### config.mk
export PLATFORM = sky130hd
export DESIGN_NAME = pulse_timing_generator
export DESIGN_NICKNAME = d
export VERILOG_FILES = /design/src/rtl/pulse_timing_generator_pkg.sv /design/src/rtl/pulse_interval_counter.sv /design/src/rtl/pulse_timing_generator.sv
export SDC_FILE = /design/constraint.sdc
export NUM_CORES = 1
export LEC_CHECK = 0
export ABC_AREA = 0
export BUFFER_PORTS_ARGS = -buffer_cell sky130_fd_sc_hd__buf_2
export CAP_MARGIN = 20
export CORE_UTILIZATION = 65
export DETAILED_ROUTE_END_ITERATION = 6
export PLACE_DENSITY_LB_ADDON = 0.08
export SETUP_SLACK_MARGIN = 0.4
export SYNTH_ARGS = -nofsm -noshare
export SYNTH_HDL_FRONTEND = slang
export SYNTH_SLANG_ARGS = --single-unit
### constraint.sdc
create_clock -name clk_i -period 12.3 [get_ports clk_i]
set_input_delay 2.46 -clock clk_i [delete_from_list [all_inputs] [get_ports clk_i]]
set_output_delay 2.46 -clock clk_i [all_outputs]
set_load 0.05 [all_outputs]
### src/rtl/pulse_timing_generator_pkg.sv
// Shared types, limits and config sanitising for the pulse timing generator.
package pulse_timing_generator_pkg;

    // Width at which period/width configuration is sanitised; matches the top's default.
    localparam int unsigned CNT_WIDTH_DEF = 16;

    localparam logic [CNT_WIDTH_DEF-1:0] MIN_PERIOD = CNT_WIDTH_DEF'(2);
    localparam logic [CNT_WIDTH_DEF-1:0] MIN_WIDTH  = CNT_WIDTH_DEF'(1);

    typedef enum logic [1:0] {
        INIT = 2'd0,
        IDLE = 2'd1,
        HIGH = 2'd2,
        LOW  = 2'd3
    } state_e;

    typedef struct packed {
        logic [CNT_WIDTH_DEF-1:0] pl;
        logic [CNT_WIDTH_DEF-1:0] wl;
    } cfg_t;

    // Clamp period to >= 2 and width into [1, period-1].
    function automatic cfg_t sanitise_cfg(input logic [CNT_WIDTH_DEF-1:0] period,
                                          input logic [CNT_WIDTH_DEF-1:0] width);
        cfg_t cfg;
        cfg.pl = (period < MIN_PERIOD) ? MIN_PERIOD : period;
        cfg.wl = (width < MIN_WIDTH) ? MIN_WIDTH : width;
        if (cfg.wl >= cfg.pl) begin
            cfg.wl = cfg.pl - CNT_WIDTH_DEF'(1);
        end
        return cfg;
    endfunction

endpackage

### src/rtl/pulse_interval_counter.sv
// Loadable up-counter with clear and a combinational terminal compare.
module pulse_interval_counter #(
    parameter int unsigned W = 16
) (
    input  logic         clk_i,
    input  logic         rst_i,
    input  logic         clear_i,
    input  logic         load_i,
    input  logic         inc_i,
    input  logic [W-1:0] load_val_i,
    input  logic [W-1:0] limit_i,
    output logic         at_limit_c_o
);

    logic [W-1:0] count_q;
    logic [W-1:0] count_d;

    always_comb begin
        count_d = count_q;
        if (clear_i) begin
            count_d = '0;
        end else if (load_i) begin
            count_d = load_val_i;
        end else if (inc_i) begin
            count_d = count_q + W'(1);
        end
    end

    always_ff @(posedge clk_i or posedge rst_i) begin
        if (rst_i) begin
            count_q <= '0;
        end else begin
            count_q <= count_d;
        end
    end

    assign at_limit_c_o = (count_q == limit_i);

endmodule

### src/rtl/pulse_timing_generator.sv
// Drives Set/Reset strobes of a downstream SR flip-flop to form a programmable pulse train.
module pulse_timing_generator
    import pulse_timing_generator_pkg::*;
#(
    parameter int unsigned CNT_WIDTH = CNT_WIDTH_DEF
) (
    input  logic                 clk_i,
    input  logic                 rst_i,
    input  logic                 enable_i,
    input  logic                 one_shot_i,
    input  logic                 trigger_i,
    input  logic [CNT_WIDTH-1:0] period_i,
    input  logic [CNT_WIDTH-1:0] width_i,
    output logic                 set_pulse_o,
    output logic                 reset_pulse_o,
    output logic                 busy_o,
    output logic                 period_done_o
);

    state_e               state_q, state_d;
    logic [CNT_WIDTH-1:0] pl_q, wl_q;
    logic                 set_q, set_d;
    logic                 rpulse_q, rpulse_d;
    logic                 done_q, done_d;
    logic                 busy_q, busy_d;

    logic                 cfg_latch;
    logic                 cnt_clear, cnt_load, cnt_inc;
    logic                 at_limit_c;
    logic [CNT_WIDTH-1:0] limit_c;
    cfg_t                 cfg_c;

    assign cfg_c   = sanitise_cfg(CNT_WIDTH_DEF'(period_i), CNT_WIDTH_DEF'(width_i));
    assign limit_c = (state_q == HIGH) ? (wl_q - CNT_WIDTH'(1)) : (pl_q - CNT_WIDTH'(1));

    pulse_interval_counter #(
        .W (CNT_WIDTH)
    ) u_counter (
        .clk_i        (clk_i),
        .rst_i        (rst_i),
        .clear_i      (cnt_clear),
        .load_i       (cnt_load),
        .inc_i        (cnt_inc),
        .load_val_i   (wl_q),
        .limit_i      (limit_c),
        .at_limit_c_o (at_limit_c)
    );

    always_comb begin
        state_d   = state_q;
        set_d     = 1'b0;
        rpulse_d  = 1'b0;
        done_d    = 1'b0;
        cfg_latch = 1'b0;
        cnt_clear = 1'b0;
        cnt_load  = 1'b0;
        cnt_inc   = 1'b0;
        unique case (state_q)
            INIT: begin
                rpulse_d = 1'b1;
                state_d  = IDLE;
            end
            IDLE: begin
                if (enable_i && (!one_shot_i || trigger_i)) begin
                    cfg_latch = 1'b1;
                    cnt_clear = 1'b1;
                    set_d     = 1'b1;
                    state_d   = HIGH;
                end
            end
            HIGH: begin
                // Dropping Enable while high still clears the flip-flop.
                if (!enable_i) begin
                    rpulse_d = 1'b1;
                    state_d  = IDLE;
                end else if (at_limit_c) begin
                    rpulse_d = 1'b1;
                    cnt_load = 1'b1;
                    state_d  = LOW;
                end else begin
                    cnt_inc = 1'b1;
                end
            end
            LOW: begin
                if (!enable_i) begin
                    state_d = IDLE;
                end else if (at_limit_c) begin
                    done_d = 1'b1;
                    if (!one_shot_i) begin
                        cfg_latch = 1'b1;
                        cnt_clear = 1'b1;
                        set_d     = 1'b1;
                        state_d   = HIGH;
                    end else begin
                        state_d = IDLE;
                    end
                end else begin
                    cnt_inc = 1'b1;
                end
            end
            default: state_d = INIT;
        endcase
        busy_d = (state_d == HIGH) || (state_d == LOW);
    end

    always_ff @(posedge clk_i or posedge rst_i) begin
        if (rst_i) begin
            state_q  <= INIT;
            pl_q     <= '0;
            wl_q     <= '0;
            set_q    <= 1'b0;
            rpulse_q <= 1'b0;
            done_q   <= 1'b0;
            busy_q   <= 1'b0;
        end else begin
            state_q  <= state_d;
            set_q    <= set_d;
            rpulse_q <= rpulse_d;
            done_q   <= done_d;
            busy_q   <= busy_d;
            if (cfg_latch) begin
                pl_q <= CNT_WIDTH'(cfg_c.pl);
                wl_q <= CNT_WIDTH'(cfg_c.wl);
            end
        end
    end

    assign set_pulse_o   = set_q;
    assign reset_pulse_o = rpulse_q;
    assign busy_o        = busy_q;
    assign period_done_o = done_q;

endmodule

==> results of run 1 <==
## layer usage
metal / track usage, % / up-vias / share of wire [%] / routed length, um
li1: - / 1837 / - / -
met3: 3.78 / 17 / 4.5 / 456
met5: 0 / - / 0 / 0
met2: 51.1 / 127 / 47 / 4750
met4: 8.93 / 0 / 1.9 / 193
met1: 41.6 / 1760 / 46 / 4660
## cell usage in the layout, fill, tap and decap left out, types with 7 or more instances in the layout
master / n
sky130_fd_sc_hd__a21o_1: 7
sky130_fd_sc_hd__a21oi_1: 22
sky130_fd_sc_hd__buf_2: 40
sky130_fd_sc_hd__dfrtp_1: 53
sky130_fd_sc_hd__ha_1: 19
sky130_fd_sc_hd__inv_1: 21
sky130_fd_sc_hd__mux2i_1: 22
sky130_fd_sc_hd__nand2_1: 60
sky130_fd_sc_hd__nand2b_1: 9
sky130_fd_sc_hd__nand3_1: 13
sky130_fd_sc_hd__nand4_1: 8
sky130_fd_sc_hd__nor2_1: 23
sky130_fd_sc_hd__nor3_1: 14
sky130_fd_sc_hd__nor4_1: 8
sky130_fd_sc_hd__o21ai_0: 46
sky130_fd_sc_hd__o21ai_1: 17
sky130_fd_sc_hd__xnor2_1: 32
sky130_fd_sc_hd__xor2_1: 11
## logic make-up after synthesis
family / count (synthesis) / synth area share, %
adders and majority gates: 19 / 5.56
DFF: 53 / 31.0
AOI/OAI and AO/OA: 127 / 19.1
muxes: 26 / 6.46
buffers and inverters: 59 / 6.23
xor gates and xnor gates: 44 / 9.18
and+or+nand+nor: 180 / 22.5
## worst min-delay path, cell delays in order, from the launching register on
cell                      delay (ps)
sky130_fd_sc_hd__dfrtp_1         360
sky130_fd_sc_hd__nand2_1          50
sky130_fd_sc_hd__o21ai_0          70
## sequential cells by signal (all words and copies together) (netlist names)
register / flops
busy_o: 1
state_q: 1
u_counter.count_q: 16
period_done_o: 1
set_pulse_o: 1
wl_q: 16
reset_pulse_o: 1
pl_q: 16
## metrics by stage
stage	area [um^2]	hold WS, ps
2_1_floorplan	4280	450
3_3_place_gp	4420	480
3_5_place_dp	4420	495
4_1_cts	4530	515
5_1_grt	4530	544
6_report	4530	510
## power breakdown
part	total, mW	internal [mW]	switching (mW)
registers	0.277	0.218	0.0592
clock network	0.119	0.0603	0.0591
logic	0.296	0.128	0.168
total	0.693	0.407	0.286
## worst max-delay path by stage
stage                 from                   end  slack [ps]  cells after the start
2_1_floorplan  period_i[9]  wl_q[14]$_DFFE_PP0P_        6100                     17
3_3_place_gp   period_i[9]   wl_q[0]$_DFFE_PP0P_        5760                     16
3_5_place_dp   period_i[9]   wl_q[0]$_DFFE_PP0P_        5600                     16
4_1_cts        period_i[9]   wl_q[0]$_DFFE_PP0P_        5920                     16
5_1_grt        period_i[9]   wl_q[0]$_DFFE_PP0P_        5710                     16
6_report       period_i[9]   wl_q[0]$_DFFE_PP0P_        5850                     16
## cell type report
cell class / count / area [um^2] / area share (%)
Clock buffer: 5 / 68.8 / 1.52
Clock inverter: 2 / 38.8 / 0.856
Sequential cell: 53 / 1330 / 29.3
Timing Repair Buffer: 44 / 230 / 5.08
Tap cell: 77 / 96.3 / 2.13
Inverter: 22 / 82.6 / 1.82
Multi-Input combinational cell: 396 / 2690 / 59.3
==> parameters.txt, run 1 <==
Parameter                              Value

Timing
  Final worst path period need ... 6450 ps
  Final hold vios ... 0
  Post-route fraction of the period consumed by the critical path ... 52.4%
  Final worst setup slack ... 5850 ps
  Slew Limit Headroom ... 47.7%
  Worst setup skew after layout ... 9.92 ps
  Achievable clock frequency ... 155 MHz
  Total of endpoints with negative setup slack in the final report ... 0
  Setup repair after global routing missed its margin ... no
  Transition at the pin with the smallest max-transition slack ... 783 ps
  Max-slew violation count ... 0
  Total negative setup slack ... 0 ps

Synthesis
  Top FF cell, synth ... sky130_fd_sc_hd__dfrtp_1
  Cell types with the largest area share after synthesis ... sky130_fd_sc_hd__dfrtp_1 (31%), sky130_fd_sc_hd__xnor2_1 (6.5%), sky130_fd_sc_hd__ha_1 (5.6%), sky130_fd_sc_hd__o21ai_0 (5.4%), sky130_fd_sc_hd__nand2_1 (5.3%)
  Most common library cells after synthesis ... sky130_fd_sc_hd__nand2_1 (60), sky130_fd_sc_hd__dfrtp_1 (53), sky130_fd_sc_hd__o21ai_0 (46)
  Synth top area share ... 31.0%
  Fraction of the yosys area taken by sequential cells ... 31.0%
  Post-Synthesis Net Count ... 564
  Most frequent cell after synthesis ... sky130_fd_sc_hd__nand2_1
  Number of warnings printed during yosys synthesis ... 0
  EDFF count, synth ... 0
  Post-synthesis cell type count ... 68
  Synthesized flop and latch total ... 53
  Synthesized netlist cell count ... 508
  Largest area contributor in the netlist ... sky130_fd_sc_hd__dfrtp_1
  Post-Synthesis Cell Area ... 0.00428 mm^2
  Fraction of registers with async set/reset ... 100%
  Post-synthesis average cell area ... 8.42 um^2

Global routing
  Initial antenna violation count ... 0
  First-pass GRT wire length ... 17.2 mm
  GRT Overall Usage ... 30.5%
  Number of global-route vias before repair ... 3612
  Pin count of the biggest net entering global routing ... 82
  Global-route congestion overflow total ... 0

Final layout
  Layout-stage area growth over the synthesis result ... 5.85%
  NumNets Final ... 578
  Filler cells ... 519
  Fraction of layout instances using a drive strength above 1 ... 15.1%
  Number of non-filler instances in the completed layout ... 599
  Number of diodes added for antenna fixing ... 0
  Final cell utilization of the core ... 71.3%

Detailed routing
  Antenna-violating nets left ... 0
  DRC violations left ... 0
  1st-pass router iterations ... 5
  Detailed Route WL ... 10.1 mm
  Vias per std cell ... 6.25
  WL/cell ... 16.8 um
  Via count ... 3741
  Drt first-iter violations ... 246

Worst setup path
  Delay contributed by the slowest stage of the critical path ... 580 ps
  WP data arrival ... 6650 ps
  Logic depth of the worst register-to-register path ... 14
  Critical path launch point type ... input pin
  Kind of cell adding the most delay to the critical path ... compound AO/OA/AOI/OAI gates
  WP buf/inv ... 2
  Slowest stage cell, crit path ... sky130_fd_sc_hd__or4_1
  Crit path cell chain ... buf_2 > or4_1 > nor4_1 > nand3_1 > o21ai_0 > inv_1 > ha_1 > nand2b_1 > a21o_1 > a21o_1 > a211oi_1 > o21ai_0 > a221o_1 > a31o_2 > mux2i_1 > mux2_2
  Required time at the worst-slack endpoint ... 12510 ps
  Setup crit end kind ... register
  Critical R2R Launch ... state_q[0]$_DFF_PP0_
  Category of the critical setup timing path ... in -> reg
  Destination of the worst register-to-register timing path ... u_counter.count_q[6]$_DFFE_PP0P_
  Critical-path maximum fanout ... 27
  Register-to-Register Setup Slack ... 7060 ps

Floorplanning
  Die Area ... 0.00691 mm^2
  Core region area ... 0.00635 mm^2
  Cell Rows ... 29
  Initial Util ... 67.4%
  Die extent in y ... 83.1 um
  Die width ... 83.1 um
  Top-level I/O count ... 41

Clock network
  Post-CTS setup-driven buffer insertion count ... 0
  CTS HTree Levels ... 2
  Post-CTS clock slew at the launch and capture registers of the worst setup and hold paths ... 100 ps
  Later-pin clock latency in the skew report ... 320 ps
  Number of gates resized after CTS ... 0
  Clk buf depth ... 2
  Clock tree root driver cell ... sky130_fd_sc_hd__clkbuf_8
  Hold_buf cts ... 0
  Total clock buffers created by CTS ... 5
  Count of clock tree sinks ... 53
  CTS tree ... yes

Place
  Routability cong. ... 0.896
  Worst-case setup slack after placement ... 5600 ps
  I/O Buffers ... 40
  Placed Instances ... 592
  Dpl hpwl ... 7.78 mm

Hold path
  Class of the most critical hold timing path ... reg -> reg
  Worst hold start ... pl_q[15]$_DFFE_PP0P_
  Count of cells along the worst hold path ... 2
  WHS Endpoint ... pl_q[15]$_DFFE_PP0P_

Power
  Total power per unit cell area ... 153 mW/mm^2
  Standby leakage power ... 2.00 nW
  Maximum resistive drop on vdd ... 0.0931 mV
  Total power draw ... 0.693 mW

Outcome
  Run status ... completed

Run
  Max capacitance violation total ... 0
Note: power is estimated with default switching activity, not from simulation.
==> inputs of run 2 (changes only) <==
- ABC_AREA: 0 -> 1
- CORE_UTILIZATION: 65 -> 55
- clock period: 12.3 -> 5.45 ns (I/O delays scaled with it)
==> run 2 against run 1 <==
  * Global-route usage is 0.71 points higher
  * Flip-flop and latch count stayed put
  * Area after synthesis is 15% higher
  * Largest cell class unchanged
==> parameters.txt, run 2 <==
Parameter                              Value

Timing
  Slew Limit Headroom ... 50.7% (was 47.7%)
  Total negative setup slack ... 0 ps (unchanged)
  Worst setup skew after layout ... 12.6 ps (was 9.92 ps)
  Transition at the pin with the smallest max-transition slack ... 737 ps (was 783 ps)
  Total of endpoints with negative setup slack in the final report ... 0 (unchanged)
  Final hold vios ... 0 (unchanged)
  Final worst path period need ... 3890 ps
  Max-slew violation count ... 0 (unchanged)
  Post-route fraction of the period consumed by the critical path ... 71.4%
  Setup repair after global routing missed its margin ... no (unchanged)
  Achievable clock frequency ... 257 MHz
  Final worst setup slack ... 1560 ps (was 5850 ps)

Floorplanning
  Cell Rows ... 34 (was 29)
  Die Area ... 0.00936 mm^2 (was 0.00691 mm^2)
  Core region area ... 0.00872 mm^2 (was 0.00635 mm^2)
  Die extent in y ... 96.7 um (was 83.1 um)
  Initial Util ... 56.6% (was 67.4%)
  Die width ... 96.7 um (was 83.1 um)
  Top-level I/O count ... 41 (unchanged)

Synthesis
  Fraction of registers with async set/reset ... 100% (unchanged)
  Multiplexer area fraction after synthesis ... 0% (was 6.46%)
  Largest area contributor in the netlist ... sky130_fd_sc_hd__dfrtp_1 (unchanged)
  Synth top area share ... 26.9% (was 31.0%)
  Dominant combinational cell family by area after synthesis ... simple AND/OR/NAND/NOR gates (unchanged)
  Most common library cells after synthesis ... sky130_fd_sc_hd__nand2_1 (289), sky130_fd_sc_hd__inv_1 (85), sky130_fd_sc_hd__nand3_1 (66) (was sky130_fd_sc_hd__nand2_1 (60), sky130_fd_sc_hd__dfrtp_1 (53), sky130_fd_sc_hd__o21ai_0 (46))
  Fraction of the yosys area taken by sequential cells ... 26.9% (was 31.0%)
  Simple-gate share of the synthesized area ... 45.5% (was 22.5%)
  Number of warnings printed during yosys synthesis ... 0 (unchanged)
  Post-Synthesis Cell Area ... 0.00494 mm^2 (was 0.00428 mm^2)
  Cell types with the largest area share after synthesis ... sky130_fd_sc_hd__dfrtp_1 (27%), sky130_fd_sc_hd__nand2_1 (22%), sky130_fd_sc_hd__nand4_1 (6.8%), sky130_fd_sc_hd__nand3_1 (6.7%), sky130_fd_sc_hd__inv_1 (6.5%) (was sky130_fd_sc_hd__dfrtp_1 (31%), sky130_fd_sc_hd__xnor2_1 (6.5%), sky130_fd_sc_hd__ha_1 (5.6%), sky130_fd_sc_hd__o21ai_0 (5.4%), sky130_fd_sc_hd__nand2_1 (5.3%))
  Synthesized-area fraction occupied by ao, oa, aoi and oai cells ... 6.56% (was 19.1%)
  Top FF cell, synth ... sky130_fd_sc_hd__dfrtp_1 (unchanged)
  Post-synthesis cell type count ... 37 (was 68)
  Synthesized flop and latch total ... 53 (unchanged)
  Arithmetic-cell share of the synthesized area counting full adders, half adders and majority gates ... 4.82% (was 5.56%)
  Synthesized netlist cell count ... 794 (was 508)
  Most frequent cell after synthesis ... sky130_fd_sc_hd__nand2_1 (unchanged)
  Post-synthesis share of cell area spent on xor and xnor gates ... 4.61% (was 9.18%)
  EDFF count, synth ... 0 (unchanged)
  Post-Synthesis Net Count ... 850 (was 564)
  Post-synthesis average cell area ... 6.22 um^2 (was 8.42 um^2)

Power
  Total power per unit cell area ... 482 mW/mm^2 (was 153 mW/mm^2)
  Maximum resistive drop on vdd ... 0.281 mV (was 0.0931 mV)
  Standby leakage power ... 2.85 nW (was 2.00 nW)

Place
  I/O Buffers ... 40 (unchanged)
  Routability cong. ... 0.945 (was 0.896)
  Dpl hpwl ... 11.2 mm (was 7.78 mm)
  Worst-case setup slack after placement ... 1310 ps (was 5600 ps)

Final layout
  NumNets Final ... 861 (was 578)
  Most common cell after layout, fill and taps aside ... sky130_fd_sc_hd__nand2_1 (unchanged)
  Fraction of layout instances using a drive strength above 1 ... 9.94% (was 15.1%)
  Layout-stage area growth over the synthesis result ... 5.27% (was 5.85%)
  Footprint of the flip-flops and latches ... 0.00133 mm^2 (unchanged)
  Largest regs ... pl_q x16, u_counter.count_q x16, wl_q x16 (unchanged)
  Filler cells ... 898 (was 519)
  Number of diodes added for antenna fixing ... 0 (unchanged)
  Top library cells by usage in the layout, fill and taps aside ... sky130_fd_sc_hd__nand2_1 (289), sky130_fd_sc_hd__inv_1 (84), sky130_fd_sc_hd__nand3_1 (66) (was sky130_fd_sc_hd__nand2_1 (60), sky130_fd_sc_hd__dfrtp_1 (53), sky130_fd_sc_hd__o21ai_0 (46))
  Area of the multi-input gates ... 0.00303 mm^2 (was 0.00269 mm^2)

Worst setup path
  Register-to-Register Setup Slack ... 1610 ps (was 7060 ps)
  Critical-path maximum fanout ... 21 (was 27)
  Required time at the worst-slack endpoint ... 5620 ps (was 12510 ps)
  Slowest stage cell, crit path ... sky130_fd_sc_hd__inv_1 (was sky130_fd_sc_hd__or4_1)
  Setup crit end kind ... register (unchanged)
  Cell occurring most often along the worst timing path ... sky130_fd_sc_hd__nand2_1
  Critical path launch point type ... input pin (unchanged)
  Crit path cell chain ... buf_2 > inv_1 > nand2_1 > nor3_1 > a31oi_1 > ha_1 > a21oi_1 > o21ai_0 > nand2_1 > o211ai_1 > nand2_1 > nand3_1 > inv_1 > o21ai_0 > nand2_1 > o21ai_0 (was buf_2 > or4_1 > nor4_1 > nand3_1 > o21ai_0 > inv_1 > ha_1 > nand2b_1 > a21o_1 > a21o_1 > a211oi_1 > o21ai_0 > a221o_1 > a31o_2 > mux2i_1 > mux2_2)
  WP data arrival ... 4060 ps (was 6650 ps)
  Category of the critical setup timing path ... in -> reg (unchanged)
  Delay contributed by the slowest stage of the critical path ... 580 ps (about the same)

Global routing
  Global-route congestion overflow total ... 0 (unchanged)
  Initial antenna violation count ... 0 (unchanged)
  First-pass GRT wire length ... 23.7 mm (was 17.2 mm)
  Pin count of the biggest net entering global routing ... 54 (was 82)
  GRT Overall Usage ... 31.2% (was 30.5%)
  Number of global-route vias before repair ... 4952 (was 3612)

Detailed routing
  Antenna-violating nets left ... 0 (unchanged)
  Detailed Route WL ... 14.1 mm (was 10.1 mm)
  WL/cell ... 15.4 um (was 16.8 um)
  Via count ... 5124 (was 3741)
  Drt first-iter violations ... 306 (was 246)
  DRC violations left ... 0 (unchanged)
  1st-pass router iterations ... 4 (was 5)
  Vias per std cell ... 5.61 (was 6.25)

Clock network
  Count of clock tree sinks ... 53 (unchanged)
  Clk buf depth ... 2 (unchanged)
  Clock tree root driver cell ... sky130_fd_sc_hd__clkbuf_8 (unchanged)
  CTS tree ... yes (unchanged)
  Post-CTS clock slew at the launch and capture registers of the worst setup and hold paths ... 100 ps (about the same)
  Post-CTS setup-driven buffer insertion count ... 0 (unchanged)
  Later-pin clock latency in the skew report ... 310 ps (was 320 ps)
  Number of gates resized after CTS ... 0 (unchanged)
  Hold_buf cts ... 0 (unchanged)
  CTS HTree Levels ... 2 (unchanged)
  Total clock buffers created by CTS ... 5 (unchanged)

Hold path
  Class of the most critical hold timing path ... reg -> reg (unchanged)

Run
  Max capacitance violation total ... 0 (unchanged)

Outcome
  Run status ... completed (unchanged)
==> run 2: cell count changes in the layout (fill, tap and decap cells not counted), sizes merged, moves of 23 or more <==
cell and delta:
nand2 +231, inv +67, nand3 +55, nand4 +47
nor2 +40, xnor2 -32, mux2i -23
==> run 2: cell type report <==
| class | count | share of cell area (%) |
|---|---|---|
| clock buffers | 5 | 1.32 |
| clock inverters | 2 | 0.746 |
| inverters | 91 | 6.57 |
| well taps | 108 | 2.60 |
| multi-input cells | 607 | 58.4 |
| repair buffers | 47 | 4.86 |
| flip-flops and latches | 53 | 25.5 |
==> run 2: where the power goes <==
part | total, mW | internal (mW) | leakage [nW] | switching (mW)
Clock | 0.271 | 0.136 | 0.0546 | 0.135
Sequential | 0.662 | 0.530 | 0.681 | 0.132
Combinational | 1.57 | 0.447 | 2.11 | 1.13
Total | 2.51 | 1.11 | 2.85 | 1.39
==> run 2: final timing paths <==
path / depth (start not counted) / endpoint / from
setup reg to reg: 19 / pl_q[2]$_DFFE_PP0P_ / busy_o$_DFF_PP0_
hold reg to reg: 2 / pl_q[13]$_DFFE_PP0P_ / pl_q[13]$_DFFE_PP0P_
setup / recovery: 16 / wl_q[11]$_DFFE_PP0P_ / period_i[4]
max in group asynchronous: 3 / u_counter.count_q[0]$_DFFE_PP0P_ / rst_i
hold / removal: 2 / pl_q[13]$_DFFE_PP0P_ / pl_q[13]$_DFFE_PP0P_
min in group asynchronous: 3 / u_counter.count_q[1]$_DFFE_PP0P_ / rst_i
==> run 2: metal layers <==
layer	part of all wire (%)	global-route usage (%)
met5	0	0
met4	1.7	7.69
met3	5.3	3.90
met2	47	51.2
met1	46	43.7
==> run 2: cells by family after synthesis <==
family	count (synthesis)
buffers and inverters	134
DFF	53
AOI/OAI and AO/OA	60
adders and majority gates	19
and+or+nand+nor	502
xor gates and xnor gates	26
==> run 2: metrics by stage <==
| step | utilization (%) | total power [mW] | cells | area, um^2 | hold slack (ps) |
|---|---|---|---|---|---|
| 2_1_floorplan | - | 1.87 | 794 | 4940 | 442 |
| 3_3_place_gp | 58.4 | 2.20 | 906 | 5090 | 460 |
| 3_5_place_dp | 58.4 | 2.22 | 906 | 5090 | 461 |
| 4_1_cts | 59.6 | 2.50 | 913 | 5200 | 485 |
| 5_1_grt | 59.6 | 2.76 | 913 | 5200 | 518 |
| 6_report | 59.6 | 2.51 | 913 | 5200 | 481 |
==> run 2: worst max-delay path: cells and delay by family <==
family | cells | cell delay (ps)
buf+inv | 3 | 810
fa+ha+maj | 1 | 370
compound gates | 6 | 860
simple gates | 6 | 940
==> inputs of run 3 (changes only) <==
- clock period: 5.45 -> 3.2 ns (I/O delays scaled with it)
==> run 3 against run 2 <==
  * Combinational power grew to 2.6 times the previous value
  * Final area grew 22%
  * Die area is the same
  * Critical path depth grew 3
  * Power grew 120%
  * Via count grew 11%
  * Global-route usage grew 1.2 points
  * Critical path type is now reg -> reg
  * Largest power group unchanged
  * Highest routed layer unchanged
==> parameters.txt, run 3 (same netlist as run 2, synthesis figures left out) <==
Parameter                              Value

Place
  I/O Buffers ... 40 (unchanged)
  Dpl hpwl ... 11.6 mm (was 11.2 mm)
  Placed Instances ... 929 (was 906)
  Routability cong. ... 0.985 (was 0.945)

Timing
  Max-slew violation count ... 0 (unchanged)
  Post-route fraction of the period consumed by the critical path ... 89.0%
  Total of endpoints with negative setup slack in the final report ... 0 (unchanged)
  Setup repair after global routing missed its margin ... yes (was no)
  Final worst path period need ... 2850 ps
  Worst setup skew after layout ... 14.3 ps (was 12.6 ps)
  Achievable clock frequency ... 351 MHz
  Slew Limit Headroom ... 53.3% (was 50.7%)
  Transition at the pin with the smallest max-transition slack ... 700 ps (was 737 ps)
  Final hold vios ... 0 (unchanged)

Worst setup path
  Required time at the worst-slack endpoint ... 3440 ps (was 5620 ps)
  Crit path cell chain ... buf_6 > nand3_2 > nand2_2 > ha_4 > nand3_4 > nor2_4 > inv_2 > nand2_2 > nand2_2 > nand2_2 > nand2_1 > a21oi_2 > nand3_1 > nor2_2 > nand4_4 > nand2_4 > buf_12 > nand2_1 > o21ai_1 (was buf_2 > inv_1 > nand2_1 > nor3_1 > a31oi_1 > ha_1 > a21oi_1 > o21ai_0 > nand2_1 > o211ai_1 > nand2_1 > nand3_1 > inv_1 > o21ai_0 > nand2_1 > o21ai_0)
  Slowest stage cell, crit path ... sky130_fd_sc_hd__dfrtp_2 (was sky130_fd_sc_hd__inv_1)
  Category of the critical setup timing path ... reg -> reg (was in -> reg)
  Setup crit end kind ... register (unchanged)
  Critical-path maximum fanout ... 6 (was 21)
  WP data arrival ... 3090 ps (was 4060 ps)
  Cell occurring most often along the worst timing path ... sky130_fd_sc_hd__nand2_2 (was sky130_fd_sc_hd__nand2_1)
  Critical path launch point type ... register (was input pin)
  Delay contributed by the slowest stage of the critical path ... 500 ps (was 580 ps)

Clock network
  Clk buf depth ... 2 (unchanged)
  CTS HTree Levels ... 2 (unchanged)
  Post-CTS clock slew at the launch and capture registers of the worst setup and hold paths ... 110 ps (was 100 ps)
  Hold_buf cts ... 0 (unchanged)
  Later-pin clock latency in the skew report ... 320 ps (was 310 ps)
  Total clock buffers created by CTS ... 5 (unchanged)
  Count of clock tree sinks ... 53 (unchanged)
  Clock tree root driver cell ... sky130_fd_sc_hd__clkbuf_8 (unchanged)
  CTS tree ... yes (unchanged)

Run
  Max capacitance violation total ... 0 (unchanged)

Final layout
  Number of non-filler instances in the completed layout ... 975 (was 913)
  NumNets Final ... 922 (was 861)
  Layout-stage area growth over the synthesis result ... 28.9% (was 5.27%)
  Area of the multi-input gates ... 0.00355 mm^2 (was 0.00303 mm^2)
  Top library cells by usage in the layout, fill and taps aside ... sky130_fd_sc_hd__nand2_1 (238), sky130_fd_sc_hd__inv_1 (77), sky130_fd_sc_hd__nand3_1 (56) (was sky130_fd_sc_hd__nand2_1 (289), sky130_fd_sc_hd__inv_1 (84), sky130_fd_sc_hd__nand3_1 (66))
  Final cell utilization of the core ... 73.0% (was 59.6%)
  Filler cells ... 733 (was 898)
  Fraction of layout instances using a drive strength above 1 ... 28.5% (was 9.94%)
  Footprint of the flip-flops and latches ... 0.00133 mm^2 (about the same)
  Number of diodes added for antenna fixing ... 0 (unchanged)
  Largest regs ... pl_q x16, u_counter.count_q x16, wl_q x16 (unchanged)
  Most common cell after layout, fill and taps aside ... sky130_fd_sc_hd__nand2_1 (unchanged)

Power
  Total power draw ... 5.55 mW (was 2.51 mW)
  Standby leakage power ... 3.27 nW (was 2.85 nW)
  Maximum resistive drop on vdd ... 0.454 mV (was 0.281 mV)
  Part of the power in the clock network ... 7.3% (was 10.8%)
  Net switching fraction of the power ... 54.0% (was 55.6%)
  Fraction of power consumed by combinational cells ... 72.6% (was 62.8%)
  Total power per unit cell area ... 871 mW/mm^2 (was 482 mW/mm^2)
  Internal power ... 2.55 mW (was 1.11 mW)
  Sequential power share ... 20.1% (was 26.4%)
  Switch Pwr ... 3.00 mW (was 1.39 mW)

Detailed routing
  Drt first-iter violations ... 432 (was 306)
  Antenna-violating nets left ... 0 (unchanged)
  WL/cell ... 17.0 um (was 15.4 um)
  Via count ... 5679 (was 5124)
  Detailed Route WL ... 16.6 mm (was 14.1 mm)
  Vias per std cell ... 5.82 (was 5.61)
  DRC violations left ... 0 (unchanged)
  1st-pass router iterations ... 5 (was 4)

Floorplanning
  Cell Rows ... 34 (unchanged)
  Initial Util ... 56.6% (unchanged)
  Top-level I/O count ... 41 (unchanged)
  Die extent in y ... 96.7 um (unchanged)
  Die Area ... 0.00936 mm^2 (unchanged)
  Core region area ... 0.00872 mm^2 (unchanged)
  Die width ... 96.7 um (unchanged)

Global routing
  Initial antenna violation count ... 0 (unchanged)
  GRT Overall Usage ... 32.5% (was 31.2%)
  Number of global-route vias before repair ... 5108 (was 4952)
  Global-route congestion overflow total ... 0 (unchanged)
  First-pass GRT wire length ... 24.7 mm (was 23.7 mm)
  Pin count of the biggest net entering global routing ... 34 (was 54)

Hold path
  Class of the most critical hold timing path ... in -> async (was reg -> reg)

Outcome
  Run status ... completed (unchanged)
## run 3: critical path, delay by kind of cell, from the launching register on
family | cells | cell delay, ps
buffers and inverters | 3 | 370
and+or+nand+nor | 13 | 1520
adders and majority gates | 1 | 160
AOI/OAI and AO/OA | 2 | 220
DFF | 1 | 500
## run 3: layout make-up
type / instances / area share [%]
multi-input combinational: 609 / 55.8
sequential: 53 / 20.9
timing repair buffer: 103 / 14.1
inverter: 91 / 5.46
tap: 108 / 2.12
clock buffer: 6 / 1.14
timing repair inverter: 3 / 0.354
clock inverter: 2 / 0.236
## run 3: timing repair
item | CTS | global route
setup endpoints to repair | 50 | 51
resized for setup | 12 | 165
cloned | 0 | 10
setup buffers | 8 | 20
endpoints found under the hold margin | 0 | 0
pin swaps | 3 | 31
## run 3: final timing paths
check / startpoint / end / slack (ps) / depth (start not counted)
max in group asynchronous: rst_i / u_counter.count_q[6]$_DFFE_PP0P_ / 2080 / 3
min: rst_i / pl_q[8]$_DFFE_PP0P_ / 420 / 2
max reg2reg: busy_o$_DFF_PP0_ / wl_q[9]$_DFFE_PP0P_ / 350 / 19
min in group clk_i: wl_q[15]$_DFFE_PP0P_ / wl_q[15]$_DFFE_PP0P_ / 520 / 2
min reg2reg: wl_q[15]$_DFFE_PP0P_ / wl_q[15]$_DFFE_PP0P_ / 520 / 2
max: busy_o$_DFF_PP0_ / wl_q[9]$_DFFE_PP0P_ / 350 / 19
## run 3: stage by stage
stage / area, um^2 / TNS (ps) / hold slack (ps) / worst slack [ps]
after floorplan: 4940 / 0 / 442 / 409
after global placement: 5300 / -17.0 / 465 / -17.0
after detailed placement: 5300 / -166 / 473 / -125
after CTS: 5500 / 0 / 426 / 403
after global routing: 6370 / 0 / 475 / 218
final: 6370 / 0 / 420 / 353
## run 3: power by group through the flow
| stage | Combinational, mW | Clock (mW) | Sequential [mW] |
|---|---|---|---|
| after detailed placement | 2.82 | 0 | 1.10 |
| after global placement | 2.77 | 0 | 1.10 |
| after CTS | 2.94 | 0.410 | 1.08 |
| after global routing | 4.37 | 0.432 | 1.13 |
| after floorplan | 2.08 | 0 | 1.10 |
| final | 4.03 | 0.407 | 1.11 |
## run 3: layer usage
layer	global-route usage (%)	vias up	part of all wire [%]
met5	0	-	0
met4	8.73	0	2.6
met3	3.25	39	7.0
met2	55.7	239	47
met1	43.6	2692	43
li1	-	2709	-
